File: config.mk
export PLATFORM = sky130hd
export DESIGN_NAME = muldiv_sequencer
export DESIGN_NICKNAME = d
export VERILOG_FILES = /design/src/rtl/muldiv_sequencer_pkg.sv /design/src/rtl/muldiv_datapath.sv /design/src/rtl/muldiv_sequencer.sv
export SDC_FILE = /design/constraint.sdc
export NUM_CORES = 1
export LEC_CHECK = 0
export ABC_AREA = 1
export BUFFER_PORTS_ARGS = -buffer_cell sky130_fd_sc_hd__buf_2
export CAP_MARGIN = 0
export CELL_PAD_IN_SITES_DETAIL_PLACEMENT = 0
export CELL_PAD_IN_SITES_GLOBAL_PLACEMENT = 1
export CORE_MARGIN = 5
export CORE_UTILIZATION = 38
export DETAILED_ROUTE_END_ITERATION = 16
export PLACE_DENSITY_LB_ADDON = 0.12
export SLEW_MARGIN = 5
export SYNTH_ARGS = -nofsm -noshare
export SYNTH_HDL_FRONTEND = slang
export SYNTH_SLANG_ARGS = --single-unit
export TNS_END_PERCENT = 50
File: constraint.sdc
create_clock -name i_CLK -period 2.5 [get_ports i_CLK]
set_input_delay 0.375 -clock i_CLK [delete_from_list [all_inputs] [get_ports i_CLK]]
set_output_delay 0.375 -clock i_CLK [all_outputs]
set_load 0.1 [all_outputs]
File: src/rtl/muldiv_sequencer_pkg.sv
// rtl/muldiv_sequencer_pkg.sv - shared widths, RV32M funct3 encodings and FSM states for the muldiv unit
package muldiv_sequencer_pkg;

    localparam int XLEN = 32;

    localparam logic [6:0] F7_MULDIV = 7'b0000001;

    localparam logic [2:0] F3_MUL    = 3'b000;
    localparam logic [2:0] F3_MULH   = 3'b001;
    localparam logic [2:0] F3_MULHSU = 3'b010;
    localparam logic [2:0] F3_MULHU  = 3'b011;
    localparam logic [2:0] F3_DIV    = 3'b100;
    localparam logic [2:0] F3_DIVU   = 3'b101;
    localparam logic [2:0] F3_REM    = 3'b110;
    localparam logic [2:0] F3_REMU   = 3'b111;

    localparam logic [1:0] ST_IDLE = 2'd0;
    localparam logic [1:0] ST_CALC = 2'd1;
    localparam logic [1:0] ST_FIX  = 2'd2;

endpackage

File: src/rtl/muldiv_datapath.sv
// rtl/muldiv_datapath.sv - shared shift/add/subtract datapath with sign fix-up; MULDIV_EARLY_OUT_EN preloads special results
module muldiv_datapath
    import muldiv_sequencer_pkg::*;
(
    input  logic            clk,
    input  logic            rst,
    input  logic            load,
    input  logic            step,
    input  logic [2:0]      funct3,
    input  logic [XLEN-1:0] op1,
    input  logic [XLEN-1:0] op2,
    output logic            early_hit,
    output logic [XLEN-1:0] result
);

    logic [2*XLEN-1:0] prod_q;
    logic [XLEN-1:0]   b_q;
    logic [2:0]        f3_q;
    logic              neg_p_q;
    logic              neg_q_q;
    logic              neg_r_q;

    logic              op1_signed;
    logic              op2_signed;
    logic              s1;
    logic              s2;
    logic              is_div;
    logic              div_zero;
    logic [XLEN-1:0]   mag1;
    logic [XLEN-1:0]   mag2;

    assign op1_signed = (funct3 != F3_MULHU) && (funct3 != F3_DIVU) && (funct3 != F3_REMU);
    assign op2_signed = op1_signed && (funct3 != F3_MULHSU);
    assign s1         = op1_signed && op1[XLEN-1];
    assign s2         = op2_signed && op2[XLEN-1];
    assign mag1       = s1 ? -op1 : op1;
    assign mag2       = s2 ? -op2 : op2;
    assign is_div     = funct3[2];
    assign div_zero   = is_div && (op2 == '0);

`ifdef MULDIV_EARLY_OUT_EN
    logic ovf;
    logic mul_zero;
    assign ovf       = is_div && !funct3[0] && (op1 == {1'b1, {(XLEN-1){1'b0}}}) && (op2 == '1);
    assign mul_zero  = !is_div && ((op1 == '0) || (op2 == '0));
    assign early_hit = div_zero || ovf || mul_zero;
`else
    assign early_hit = 1'b0;
`endif

    // Multiply: upper half accumulates, lower half shifts the multiplier out LSB first.
    // Divide: upper half is the remainder, lower half shifts dividend out and quotient in.
    logic [XLEN:0]   mul_sum;
    logic [XLEN:0]   div_shift;
    logic [XLEN:0]   div_trial;
    logic            q_bit;
    logic [XLEN-1:0] rem_next;

    assign mul_sum   = {1'b0, prod_q[2*XLEN-1:XLEN]} + (prod_q[0] ? {1'b0, b_q} : {(XLEN+1){1'b0}});
    assign div_shift = {prod_q[2*XLEN-1:XLEN], prod_q[XLEN-1]};
    // div_shift < 2*divisor always, so bit XLEN of the 33-bit difference is the borrow.
    assign div_trial = div_shift - {1'b0, b_q};
    assign q_bit     = ~div_trial[XLEN];
    assign rem_next  = q_bit ? div_trial[XLEN-1:0] : div_shift[XLEN-1:0];

    always_ff @(posedge clk) begin
        if (rst) begin
            prod_q  <= '0;
            b_q     <= '0;
            f3_q    <= '0;
            neg_p_q <= 1'b0;
            neg_q_q <= 1'b0;
            neg_r_q <= 1'b0;
        end else if (load) begin
            f3_q    <= funct3;
            neg_p_q <= s1 ^ s2;
            // Divide-by-zero yields an all-ones quotient regardless of operand signs.
            neg_q_q <= (s1 ^ s2) && !div_zero;
            neg_r_q <= s1;
            b_q     <= is_div ? mag2 : mag1;
            prod_q  <= {{XLEN{1'b0}}, (is_div ? mag1 : mag2)};
`ifdef MULDIV_EARLY_OUT_EN
            if (div_zero) begin
                prod_q <= {mag1, {XLEN{1'b1}}};
            end else if (ovf) begin
                prod_q <= {{XLEN{1'b0}}, op1};
            end else if (mul_zero) begin
                prod_q <= '0;
            end
`endif
        end else if (step) begin
            if (f3_q[2]) begin
                prod_q <= {rem_next, prod_q[XLEN-2:0], q_bit};
            end else begin
                prod_q <= {mul_sum, prod_q[XLEN-1:1]};
            end
        end
    end

    logic [2*XLEN-1:0] prod_fix;
    logic [XLEN-1:0]   quot_fix;
    logic [XLEN-1:0]   rem_fix;

    assign prod_fix = neg_p_q ? -prod_q : prod_q;
    assign quot_fix = neg_q_q ? -prod_q[XLEN-1:0] : prod_q[XLEN-1:0];
    assign rem_fix  = neg_r_q ? -prod_q[2*XLEN-1:XLEN] : prod_q[2*XLEN-1:XLEN];

    always_comb begin
        result = rem_fix;
        case (f3_q)
            F3_MUL:                       result = prod_fix[XLEN-1:0];
            F3_MULH, F3_MULHSU, F3_MULHU: result = prod_fix[2*XLEN-1:XLEN];
            F3_DIV, F3_DIVU:              result = quot_fix;
            default:                      result = rem_fix;
        endcase
    end

endmodule

File: src/rtl/muldiv_sequencer.sv
// rtl/muldiv_sequencer.sv - iterative RV32M multiply/divide sequencer; MULDIV_EARLY_OUT_EN enables single-cycle special cases
module muldiv_sequencer
    import muldiv_sequencer_pkg::*;
(
    input  logic            i_CLK,
    input  logic            i_RST,
    input  logic            i_Start,
    input  logic            i_Kill,
    input  logic [2:0]      i_Funct3,
    input  logic [XLEN-1:0] i_Op1,
    input  logic [XLEN-1:0] i_Op2,
    output logic            o_Busy,
    output logic            o_Valid,
    output logic [XLEN-1:0] o_Result
);

    logic [1:0]      state;
    logic [5:0]      cnt;
    logic            dp_load;
    logic            dp_step;
    logic            early_hit;
    logic [XLEN-1:0] dp_result;

    assign dp_load = (state == ST_IDLE) && i_Start && !i_Kill;
    assign dp_step = (state == ST_CALC) && !i_Kill;

    muldiv_datapath u_datapath (
        .clk       (i_CLK),
        .rst       (i_RST),
        .load      (dp_load),
        .step      (dp_step),
        .funct3    (i_Funct3),
        .op1       (i_Op1),
        .op2       (i_Op2),
        .early_hit (early_hit),
        .result    (dp_result)
    );

    always_ff @(posedge i_CLK) begin
        if (i_RST) begin
            state    <= ST_IDLE;
            cnt      <= '0;
            o_Busy   <= 1'b0;
            o_Valid  <= 1'b0;
            o_Result <= '0;
        end else begin
            o_Valid <= 1'b0;
            case (state)
                ST_IDLE: begin
                    if (dp_load) begin
                        cnt    <= '0;
                        o_Busy <= 1'b1;
                        state  <= early_hit ? ST_FIX : ST_CALC;
                    end
                end
                ST_CALC: begin
                    if (i_Kill) begin
                        state  <= ST_IDLE;
                        o_Busy <= 1'b0;
                    end else begin
                        cnt <= cnt + 6'd1;
                        if (cnt == 6'd31) begin
                            state <= ST_FIX;
                        end
                    end
                end
                ST_FIX: begin
                    state  <= ST_IDLE;
                    o_Busy <= 1'b0;
                    if (!i_Kill) begin
                        o_Result <= dp_result;
                        o_Valid  <= 1'b1;
                    end
                end
                default: begin
                    state  <= ST_IDLE;
                    o_Busy <= 1'b0;
                end
            endcase
        end
    end

endmodule

==> flow_metrics.py, run 1 <==
metrics = {
    "run_status": {
        "outcome": "complete, no violations",
    },
    "pwr": {
        "ir_worst_vdd_v": 0.0004593,
        "power.total_mw": 10.31,
        "p_leak_nw": 12.53,
        "p_per_area_nw_per_um2": 459.7,
    },
    "global_routing": {
        "antenna_found_initial": 0,
        "gr-total-overflow": 0,
        "grt_pass1_wl_mm": 133.6,
        "grt_pass1_vias": 21970,
        "grt_max_degree": 92,
        "grt.total_usage_pct": 32.98,
    },
    "clock_network": {
        "cts_buffers": 17,
        "cts_hold_buf": 0,
        "cts_tree": "built",
        "clock-sinks": 144,
        "insertion_delay_ps": 510,
        "cts.reportedPaths.clkPinSlew_ps": 70,
        "cts-root-buf": "clkbuf_16",
        "h-tree-depth": 4,
        "cts_buffer_depth": 2,
    },
    "yosys": {
        "synth.distinct_cells": 52,
        "synth_xor_area_share_pct": 3.330,
        "synth_top_family_by_area": "simple AND/OR/NAND/NOR gates",
        "async_flop_share_pct": 0,
        "synth_mux_area_share_pct": 0,
        "yosys_warnings": 0,
        "syn_nets": 3701,
        "synthTopCellsByArea": "nand2_1 (26%), dfxtp_1 (16%), inv_1 (12%)",
        "synth_fa_ha_area_share_pct": 4.907,
        "synth_compound_area_share_pct": 14.94,
        "syn_area_per_cell_sq_um": 5.173,
        "synth.top_cell.area_share_pct": 25.83,
        "synth_area_leader_cell": "nand2_1",
        "syn_area_sq_um": 18410,
        "ys_ff_latch": 144,
        "yosysSeqAreaShare_pct": 15.66,
        "dominantRegCellSynth": "dfxtp_1",
        "synth_edf_count": 0,
        "yosys.area_share.simple_pct": 46.09,
        "synthCells": 3559,
        "synth_commonest_cells": "nand2_1 (1267), inv_1 (593), nor2_1 (343), nand3_1 (306), a21oi_1 (199)",
        "yosysMostFrequentCell": "nand2_1",
    },
    "worst_setup_path": {
        "cp_slowest_cell": "ha_2",
        "required_ps": 2880,
        "slowest_delay_ps": 410,
        "critPathMostFrequentCell": "nand2_1",
        "worstPathMaxFanout": 5,
        "critPathKind": "reg2reg",
        "start_kind": "flip-flop",
        "cp_top_family": "simple AND/OR/NAND/NOR gates",
        "end_kind": "flip-flop",
        "cp_data_arrival_time_ps": 2790,
        "path_cells": "buf_6, nand2_1, inv_2, ha_2, nand2_1, nand2_1, a21oi_2, buf_4, o21ai_0, nand2_1, nand3_1, nand2_1, nand3_1, nand2_1, inv_1, a21oi_2",
        "crit_buf_inv": 4,
    },
    "finish": {
        "syn2layout_area_growth_pct": 21.77,
        "fillers": 5394,
        "antennaDiodeCount": 0,
        "drive_gt1_share_pct": 15.04,
        "final_cells": 4452,
        "nets": 3966,
    },
    "timing": {
        "finalMaxSlewViolations": 0,
        "rsz0062_at_grt": "yes",
        "holdWs_ps": 170.9,
        "setup_tns_ps": 0,
        "finalCriticalPeriod_ps": 2415,
        "finalHoldViolCount": 0,
        "worst_pin_slew_ps": 649.5,
        "slew_headroom_pct": 56.70,
        "fmax_mhz": 414.2,
        "fin_skew_ps": 19.37,
        "setup_violations": 0,
        "fin_crit_sh_pct": 96.58,
    },
    "placed_design": {
        "port_buffers": 104,
        "dp_cells": 4415,
        "hpwlAfterDp_mm": 74.83,
        "gp_congestion": 0.9927,
    },
    "route": {
        "detail_route.wl_per_cell_um": 20.49,
        "drcViolationCount": 0,
        "drt_iter0_drc": 2691,
        "viasPerCell": 5.392,
        "firstDrtPassIters": 6,
        "antenna_left": 0,
        "vias": 24010,
        "routed_wl_mm": 91.24,
    },
    "floorplan": {
        "start_util_pct": 38.48,
        "ios": 105,
        "die_h_um": 230.1,
        "core_sq_um": 47850,
        "die_w_um": 230.1,
        "die_area_sq_um": 52950,
        "rows": 80,
    },
    "flow_run": {
        "cap_violations": 0,
    },
    "worst_hold_path": {
        "hold_class": "in2reg",
    },
}
[final cells by class]
type / count / area (sq um) / share of cell area, %
clock buffer: 17 / 425.4 / 1.898
clock inverter: 15 / 173.9 / 0.7758
inverter: 611 / 2295 / 10.24
multi-input combinational: 2696 / 13220 / 58.98
sequential: 144 / 2953 / 13.17
tap: 615 / 769.5 / 3.432
timing repair buffer: 354 / 2580 / 11.51
[registers in the layout (all words and copies together), names as in the netlist]
name	count
u_datapath.b_q	32
o_Valid	1
u_datapath.neg_q_q	1
state	2
o_Result	32
u_datapath.f3_q	3
u_datapath.neg_p_q	1
cnt	6
o_Busy	1
u_datapath.neg_r_q	1
u_datapath.prod_q	64
[worst paths after layout]
| kind | slack, ps | from | depth (start not counted) | to |
|---|---|---|---|---|
| max | 90 | u_datapath.prod_q[0] | 16 | u_datapath.prod_q[50] |
| min reg2reg | 440 | cnt[5] | 1 | cnt[5] |
| min | 170 | i_Op2[0] | 3 | u_datapath.b_q[0] |
| max reg2reg | 90 | u_datapath.prod_q[0] | 16 | u_datapath.prod_q[50] |
[layout by cell type (no fill, tap or decap), drive strengths merged, types with 2 or more instances in the layout]
| master | instances |
|---|---|
| and2 | 5 |
| nand4 | 43 |
| a221oi | 2 |
| a21oi | 203 |
| nor3 | 33 |
| nor3b | 2 |
| clkinvlp | 3 |
| and3 | 4 |
| clkinv | 7 |
| xor2 | 52 |
| o31ai | 2 |
| xnor2 | 18 |
| a211oi | 4 |
| a31oi | 22 |
| buf | 354 |
| o221ai | 6 |
| a22oi | 5 |
| nand3 | 311 |
| o21bai | 6 |
| ha | 69 |
| inv | 614 |
| clkbuf | 17 |
| nand3b | 10 |
| o21ai | 206 |
| o21a | 3 |
| or2 | 3 |
| o211ai | 28 |
| nor2 | 358 |
| dfxtp | 144 |
| bufinv | 2 |
| a21o | 3 |
| fa | 2 |
| nand2 | 1284 |
| o22ai | 7 |
| o2111ai | 2 |
[stage by stage]
step	worst slack, ps	area (sq um)	util [%]
floorplan	79.48	18410	-
global placement	-143.0	21230	44.38
detailed placement	-156.8	21230	44.38
CTS	4.405	21880	45.73
global route	-33.98	22420	46.85
finish	85.47	22420	46.85
[cell families (layout without fill, tap and decap cells)]
group / after synthesis / count (layout)
adder cells (fa/ha/maj): 71 / 71
buffers and inverters: 720 / 997
AO/OA/AOI/OAI: 502 / 502
XOR/XNOR: 70 / 70
AND/OR/NAND/NOR: 2052 / 2053
flip-flops: 144 / 144
[metal layers]
metal	part of all wire, %	up-vias	track usage [%]
li1	-	11720	-
met1	43	11040	45.50
met2	44	1104	51.88
met3	8.8	148	5.490
met4	4.0	0	12.14
met5	0	-	0
[tightest hold or removal path: stages]
cell	delay, ps
buf_2	110
nand2_1	60
a31oi_1	70
[power breakdown]
part | leakage, nW | internal, mW | switching (mW)
Combinational | 11.0 | 1.63 | 3.27
Sequential | 1.19 | 2.40 | 0.189
Clock | 0.287 | 1.50 | 1.32
Total | 12.5 | 5.53 | 4.78
[timing repair]
action | CTS | global route
cloned | 0 | 1
gates resized for setup | 17 | 141
buffers inserted | 0 | 4
endpoints found under the setup margin | 23 | 52
pin swaps | 2 | 13
Note: power is estimated with default switching activity, not from simulation.
==> run 2, diff against run 1 <==
GPL_TIMING_DRIVEN = 0   (was not set)
==> flow_metrics.py, run 2 (same netlist as run 1, synthesis figures left out) <==
metrics = {
    "timing": {
        "holdWs_ps": 198.0,
        "finalMaxSlewViolations": 0,
        "fin_crit_sh_pct": 107.2,
        "fin_skew_ps": 22.73,
        "setup_slack_ps": -178.8,
        "setup_violations": 6,
        "fmax_mhz": 373.3,
        "worst_pin_slew_ps": 1171,
        "finalHoldViolCount": 0,
        "finalCriticalPeriod_ps": 2679,
        "rsz0062_at_grt": "yes",
        "slew_headroom_pct": 21.95,
    },
    "route": {
        "vias": 24000,
        "drcViolationCount": 0,
        "viasPerCell": 5.512,
        "drt_iter0_drc": 2601,
        "firstDrtPassIters": 8,
        "antenna_left": 0,
        "routed_wl_mm": 95.79,
        "detail_route.wl_per_cell_um": 22.00,
    },
    "pwr": {
        "ir_worst_vdd_v": 0.0005593,
        "p_per_area_nw_per_um2": 466.6,
        "combPwrFrac_pct": 47.2,
        "seqPwrFrac_pct": 25.6,
        "power_frac_clock_pct": 27.3,
        "switching_share_pct": 46.93,
        "power.internal_mw": 5.460,
        "p_sw_mw": 4.829,
        "p_leak_nw": 11.86,
    },
    "finish": {
        "final_cells": 4354,
        "largest_reg_flops": 64,
        "final_common_cell": "nand2_1",
        "fillers": 5387,
        "final_cell_mix": "nand2_1 (1222), inv_1 (582), nor2_1 (304)",
        "top_register": "u_datapath.prod_q",
        "drive_gt1_share_pct": 14.52,
        "nets": 3868,
        "antennaDiodeCount": 0,
        "final_util_pct": 46.09,
        "reg.largest.list": "u_datapath.prod_q x64, o_Result x32, u_datapath.b_q x32",
        "syn2layout_area_growth_pct": 19.78,
    },
    "global_routing": {
        "grt_max_degree": 17,
        "grt.total_usage_pct": 34.33,
        "grt_pass1_wl_mm": 136.7,
        "gr-total-overflow": 0,
        "antenna_found_initial": 2,
        "grt_pass1_vias": 21670,
    },
    "floorplan": {
        "core_sq_um": 47850,
        "die_h_um": 230.1,
        "die_w_um": 230.1,
        "ios": 105,
        "die_area_sq_um": 52950,
        "start_util_pct": 38.48,
        "rows": 80,
    },
    "worst_setup_path": {
        "cp_data_arrival_time_ps": 3020,
        "end_kind": "flip-flop",
        "start_kind": "flip-flop",
        "required_ps": 2840,
        "critPathKind": "reg2reg",
        "worstPathMaxFanout": 10,
    },
    "clock_network": {
        "cts_hold_buf": 0,
        "cts_buffer_depth": 2,
        "cts_buffers": 17,
        "h-tree-depth": 4,
        "cts_tree": "built",
        "clock-sinks": 144,
        "cts.reportedPaths.clkPinSlew_ps": 80,
        "insertion_delay_ps": 490,
        "cts-root-buf": "clkbuf_16",
    },
    "worst_hold_path": {
        "hold_class": "in2reg",
    },
    "flow_run": {
        "cap_violations": 0,
    },
    "placed_design": {
        "port_buffers": 103,
        "dp_cells": 4277,
        "hpwlAfterDp_mm": 78.25,
        "gp_congestion": 1.007,
    },
    "run_status": {
        "outcome": "finished with violations",
        "violations": "setup timing",
    },
}
==> run 2: area by class of cell <==
cell class              instances  area (sq um)  share of cell area [%]
flip-flops and latches        144          3012                   13.66
multi-input cells            2697         13870                   62.90
inverters                     611          2317                   10.51
clock buffers                  19         432.9                   1.963
clock inverters                13         178.9                  0.8113
well taps                     615         769.5                   3.489
repair buffers                147         917.1                   4.159
plain buffers                 108         554.3                   2.513
==> run 2: routing by layer <==
layer / up-vias / track usage [%] / share of wire, %
met1: 11020 / 47.47 / 43
li1: 11530 / - / -
met4: 0 / 15.99 / 5.1
met5: - / 0 / 0
met2: 1244 / 51.84 / 42
met3: 205 / 6.205 / 9.8
==> run 2: final timing paths <==
path,slack (ps),startpoint,cells past startpoint,end
min reg2reg,410,cnt[4],1,cnt[5]
max reg2reg,-180,u_datapath.f3_q[2],7,o_Result[1]
min,200,i_Op2[0],3,u_datapath.b_q[0]
max,-180,u_datapath.f3_q[2],7,o_Result[1]
==> run 2: power by group through the flow <==
stage	sequential (mW)	clock [mW]	combinational [mW]
final	2.63	2.81	4.85
after global routing	2.63	2.93	5.23
after CTS	2.62	2.84	4.38
after detailed placement	2.66	0	4.23
after global placement	2.66	0	4.23
after floorplan	2.54	0	2.83
==> run 2: metrics by stage <==
| stage | setup WS [ps] | cell area, sq um | setup TNS, ps | total power [mW] |
|---|---|---|---|---|
| 2_1_floorplan | 79.48 | 18410 | 0 | 5.370 |
| 3_3_place_gp | -662.5 | 19700 | -20600 | 6.889 |
| 3_5_place_dp | -714.9 | 19700 | -21290 | 6.894 |
| 4_1_cts | -65.78 | 20850 | -130.0 | 9.834 |
| 5_1_grt | -116.5 | 22050 | -1423 | 10.79 |
| 6_report | -178.8 | 22050 | -341.7 | 10.29 |
==> run 2: critical path, stage by stage (launching register included) <==
cell,delay [ps]
dfxtp_1,380
nand2_1,290
inv_1,270
clkbuf_2,390
a221oi_1,700
o21ai_1,170
nand2_1,230
a21oi_1,100
==> run 2: timing repair <==
action	in CTS	in global routing
gates resized for setup	132	246
gates cloned	0	5
pin swaps	11	24
buffers inserted	16	25
hold endpoints to repair	0	0
setup endpoints to repair	60	68
